### src/rtl/tmds_encoder.sv
// rtl/tmds_encoder.sv - two-stage TMDS 8b/10b symbol encoder with running disparity
module tmds_encoder #(
    parameter logic INVERT = 1'b0
) (
    input  logic       clk,
    input  logic       rst_n,
    input  logic       de,
    input  logic [1:0] ctl,
    input  logic [7:0] d,
    output logic [9:0] q,
    output logic [4:0] dbg_disparity
);

    localparam logic [9:0] TOK_00 = 10'b1101010100;
    localparam logic [9:0] TOK_01 = 10'b0010101011;
    localparam logic [9:0] TOK_10 = 10'b0101010100;
    localparam logic [9:0] TOK_11 = 10'b1010101011;

    function automatic logic [3:0] popcount8(input logic [7:0] v);
        logic [3:0] n;
        n = 4'd0;
        for (int i = 0; i < 8; i++) begin
            n = n + {3'b000, v[i]};
        end
        return n;
    endfunction

    // Stage 1 registers: transition-minimised word plus pipelined de/ctl
    logic       de1_q, de1_d;
    logic [1:0] ctl1_q, ctl1_d;
    logic [8:0] qm_q, qm_d;

    // Stage 2 registers: output symbol and running disparity
    logic [9:0] q_q, q_d;
    logic [4:0] cnt_q, cnt_d;

    // Stage 1: choose XOR/XNOR chain from the ones count of d and build q_m
    always_comb begin
        logic [3:0] n1;
        logic       use_xnor;
        n1       = popcount8(d);
        use_xnor = (n1 > 4'd4) || ((n1 == 4'd4) && !d[0]);
        qm_d     = 9'd0;
        qm_d[0]  = d[0];
        for (int i = 1; i < 8; i++) begin
            qm_d[i] = use_xnor ? ~(qm_d[i-1] ^ d[i]) : (qm_d[i-1] ^ d[i]);
        end
        qm_d[8] = ~use_xnor;
        de1_d   = de;
        ctl1_d  = ctl;
    end

    // Stage 2: DC-balance the data word against the running disparity, or emit a control token
    always_comb begin
        logic [3:0]        n1_m;
        logic signed [5:0] cnt_ext;
        logic signed [5:0] diff;
        logic signed [5:0] cnt_new;
        logic [9:0]        sym;
        logic              qm8;

        n1_m    = popcount8(qm_q[7:0]);
        cnt_ext = $signed({cnt_q[4], cnt_q});
        // N1 - N0 == 2*N1 - 8
        diff    = $signed({1'b0, n1_m, 1'b0}) - 6'sd8;
        qm8     = qm_q[8];
        sym     = 10'd0;
        cnt_new = 6'sd0;

        if (de1_q) begin
            if ((cnt_ext == 6'sd0) || (diff == 6'sd0)) begin
                sym     = {~qm8, qm8, (qm8 ? qm_q[7:0] : ~qm_q[7:0])};
                cnt_new = qm8 ? (cnt_ext + diff) : (cnt_ext - diff);
            end else if (((cnt_ext > 6'sd0) && (diff > 6'sd0)) ||
                         ((cnt_ext < 6'sd0) && (diff < 6'sd0))) begin
                sym     = {1'b1, qm8, ~qm_q[7:0]};
                cnt_new = cnt_ext + (qm8 ? 6'sd2 : 6'sd0) - diff;
            end else begin
                sym     = {1'b0, qm8, qm_q[7:0]};
                cnt_new = cnt_ext + diff - (qm8 ? 6'sd0 : 6'sd2);
            end
        end else begin
            // Control periods restart the disparity from zero
            unique case (ctl1_q)
                2'b00:   sym = TOK_00;
                2'b01:   sym = TOK_01;
                2'b10:   sym = TOK_10;
                default: sym = TOK_11;
            endcase
            cnt_new = 6'sd0;
        end

        // Lane polarity swap is applied to the wire value only, never to the disparity
        q_d   = sym ^ {10{INVERT}};
        cnt_d = cnt_new[4:0];
    end

    // Pipeline registers with synchronous active-low reset flushing both stages
    always_ff @(posedge clk) begin
        if (!rst_n) begin
            de1_q  <= 1'b0;
            ctl1_q <= 2'b00;
            qm_q   <= 9'd0;
            q_q    <= TOK_00 ^ {10{INVERT}};
            cnt_q  <= 5'd0;
        end else begin
            de1_q  <= de1_d;
            ctl1_q <= ctl1_d;
            qm_q   <= qm_d;
            q_q    <= q_d;
            cnt_q  <= cnt_d;
        end
    end

    assign q             = q_q;
    assign dbg_disparity = cnt_q;

endmodule

### config.mk
export PLATFORM = sky130hd
export DESIGN_NAME = tmds_encoder
export DESIGN_NICKNAME = d
export VERILOG_FILES = /design/src/rtl/tmds_encoder.sv
export SDC_FILE = /design/constraint.sdc
export NUM_CORES = 1
export LEC_CHECK = 0
export BUFFER_PORTS_ARGS = -buffer_cell sky130_fd_sc_hd__buf_4
export CAP_MARGIN = 20
export CORE_UTILIZATION = 56
export DETAILED_ROUTE_END_ITERATION = 12
export PLACE_DENSITY = 0.78
export SLEW_MARGIN = 20
export SYNTH_ARGS = -nofsm -noshare
export SYNTH_HDL_FRONTEND = slang
export SYNTH_SLANG_ARGS = --single-unit
### constraint.sdc
create_clock -name clk -period 5 [get_ports clk]
set_input_delay 0.75 -clock clk [delete_from_list [all_inputs] [get_ports clk]]
set_output_delay 0.75 -clock clk [all_outputs]
set_load 0.05 [all_outputs]
==> flow_metrics.py <==
metrics = {
    "worst_setup_path": {
        "worstPathRequired_ps": 5240,
        "reg2reg_from": "qm_q[0]",
        "critPathKind": "flop to flop",
        "cp_max_fo": 3,
        "cp-start-kind": "flop",
        "crit_path_end_kind": "flop",
        "reg2regPathDepth": 16,
        "reg2reg_setup_slack_ps": 660,
        "cp.arrival_ps": 4590,
        "rr_endpoint": "dbg_disparity[3]",
    },
    "clock_tree": {
        "hold_buffers": 0,
        "htree_levels": 1,
        "cts-root-buf": "clkbuf_4",
        "clk_pin_slew_ps": 150,
        "cts_resized": 0,
        "cts_buffer_depth": 2,
        "numCtsBuffers": 3,
        "clock-sinks": 26,
        "insertion_delay_ps": 330,
        "postCtsSetupBuffers": 0,
        "cts_tree": "yes",
    },
    "logic_synthesis": {
        "yosysSeqAreaShare_pct": 25.49,
        "yosys_most_used_dff": "dfxtp_1",
        "synth-edff-count": 0,
        "yosys.cell_count.top_type": "inv_1",
        "ys_top_cells_by_count": "37 x inv_1, 26 x dfxtp_1, 23 x ha_1, 21 x xnor2_1, 13 x fa_1",
        "synth.top_cell.area_share_pct": 25.49,
        "async_flop_share_pct": 0,
        "ys_types": 39,
        "synth_cells": 218,
        "ys.warnings.count": 0,
        "synth_top_area_cell": "dfxtp_1",
        "syn_area_sq_um": 2042,
        "synth_seq_cells": 26,
        "synthesis.nets": 267,
        "avgSynthCellArea_sq_um": 9.367,
        "synth_area_leaders": "dfxtp_1 25%, ha_1 14%, fa_1 13%, xnor2_1 9.0%, inv_1 6.8%",
    },
    "timing": {
        "period_share_pct": 86.88,
        "max_freq_mhz": 230.2,
        "worstMarginPinSlew_ps": 511.5,
        "setup_tns_ps": 0,
        "finClkSkew_ps": 12.66,
        "finalMaxSlewViolations": 0,
        "hold_viol": 0,
        "relSlewSlack_pct": 65.61,
        "setup_violations": 0,
        "rsz0062_at_grt": "false",
        "final.min_clock_period_ps": 4344,
    },
    "placement": {
        "port_buffers": 26,
        "routabilityCongestion": 0.8030,
        "dp_hpwl_microns": 2854,
    },
    "finish": {
        "finish.utilization_pct": 67.84,
        "antenna_cells": 0,
        "multi_input_area_sq_um": 1345,
        "area_delta_synth_final_pct": 13.48,
        "drive_gt1_share_pct": 16.05,
        "fillerInstances": 283,
        "fin_nets": 293,
        "regArea_sq_um": 520.5,
    },
    "global_route": {
        "grt_first_pass_wirelength_microns": 6065,
        "grt_start_max_net_pins": 17,
        "track_usage_pct": 19.53,
        "grt_antenna_before_repair": 0,
        "first_global_vias": 1396,
        "grt-ovfl-total": 0,
    },
    "route": {
        "drc": 0,
        "wl_per_cell_microns": 12.01,
        "vias": 1472,
        "routed_via_density": 5.093,
        "dr.pass1.iters": 4,
        "routed_wl_microns": 3470,
        "postRouteAntennaNets": 0,
        "drtIter0Drc": 93,
    },
    "floorplan": {
        "dieHeight_microns": 62.39,
        "die_w_microns": 62.39,
        "start_util_pct": 59.78,
        "ios": 28,
        "core_area_sq_um": 3416,
        "die_area_sq_um": 3892,
        "row_count": 21,
    },
    "min_path": {
        "hp-class": "flop to flop",
        "hp-start": "qm_q[7]",
        "hold-path-cell-count": 2,
        "min_to": "q[7]",
    },
    "status": {
        "status": "finished clean",
    },
    "run": {
        "drv_cap": 0,
    },
}
## state kept, by name, summed over array words and instances (netlist names)
signal / count
de1_q: 1
dbg_disparity: 4
q: 10
qm_q: 9
ctl1_q: 2
## layout by cell type, fill, tap and decap left out, types with 4 or more instances in the layout
cell / instances
a21o_1: 4
ha_1: 23
fa_1: 13
inv_1: 37
and2_1: 7
nand2_1: 9
buf_4: 27
xor2_1: 7
a21oi_1: 12
o21ai_0: 5
dfxtp_1: 26
xnor2_1: 21
nor2_1: 11
## through the flow
stage | instances | worst slack [ps] | area (sq um) | hold WS, ps
after detailed placement | 285 | 657.7 | 2265 | 577.9
after CTS | 289 | 649.0 | 2317 | 596.4
after floorplan | 218 | 833.5 | 2042 | 534.7
final | 289 | 656.2 | 2317 | 602.4
after global routing | 289 | 424.2 | 2317 | 613.8
after global placement | 285 | 716.3 | 2265 | 566.0
## kinds of logic (layout without fill, tap and decap cells)
family,count (synthesis),after routing,share of synthesized area [%]
AO/OA/AOI/OAI,38,38,13.05
XOR/XNOR,29,29,13.11
adder cells (fa/ha/maj),36,36,26.84
buffers and inverters,43,68,8.639
flip-flops,26,26,25.49
multiplexers,2,2,1.042
other,1,1,0.1836
AND/OR/NAND/NOR,43,43,11.64
## critical path, cell delays in order, from the launching register on
cell and delay, ps:
dfxtp_1 360, fa_1 530, inv_1 50, fa_1 440, fa_1 490, inv_1 40
ha_1 190, fa_1 520, inv_1 160, ha_1 190, inv_1 60, fa_1 540
xor2_1 180, nor3_1 60, a21oi_1 140, o32ai_1 90, a31o_2 220
## cell type report
type                       instances  area share (%)
multi-input combinational        149           58.05
timing repair buffer              27           8.747
clock inverter                     1           1.296
clock buffer                       3          0.9719
sequential                        26           22.46
tap                               46           2.484
inverter                          37           5.994
## how the worst max path moves through the flow
stage | depth (start not counted) | start | to
floorplan | 16 | qm_q[0] | dbg_disparity[3]
global placement | 16 | qm_q[0] | dbg_disparity[3]
detailed placement | 16 | qm_q[0] | dbg_disparity[3]
CTS | 16 | qm_q[0] | dbg_disparity[3]
global route | 16 | qm_q[0] | dbg_disparity[3]
finish | 16 | qm_q[0] | dbg_disparity[3]
## per-layer routing
layer  up-vias  part of all wire, %  wire (microns)  GRT usage (%)
li1        749                    -               -              -
met1       676                   48            1650          26.81
met2        41                   46            1598          31.59
met3         6                  5.0             172          3.102
met4         0                  1.4              49          6.105
met5         -                    0               0              0
Power is not shown: default switching activity piles up to over one toggle a cycle in this logic, so the estimate is an artifact.
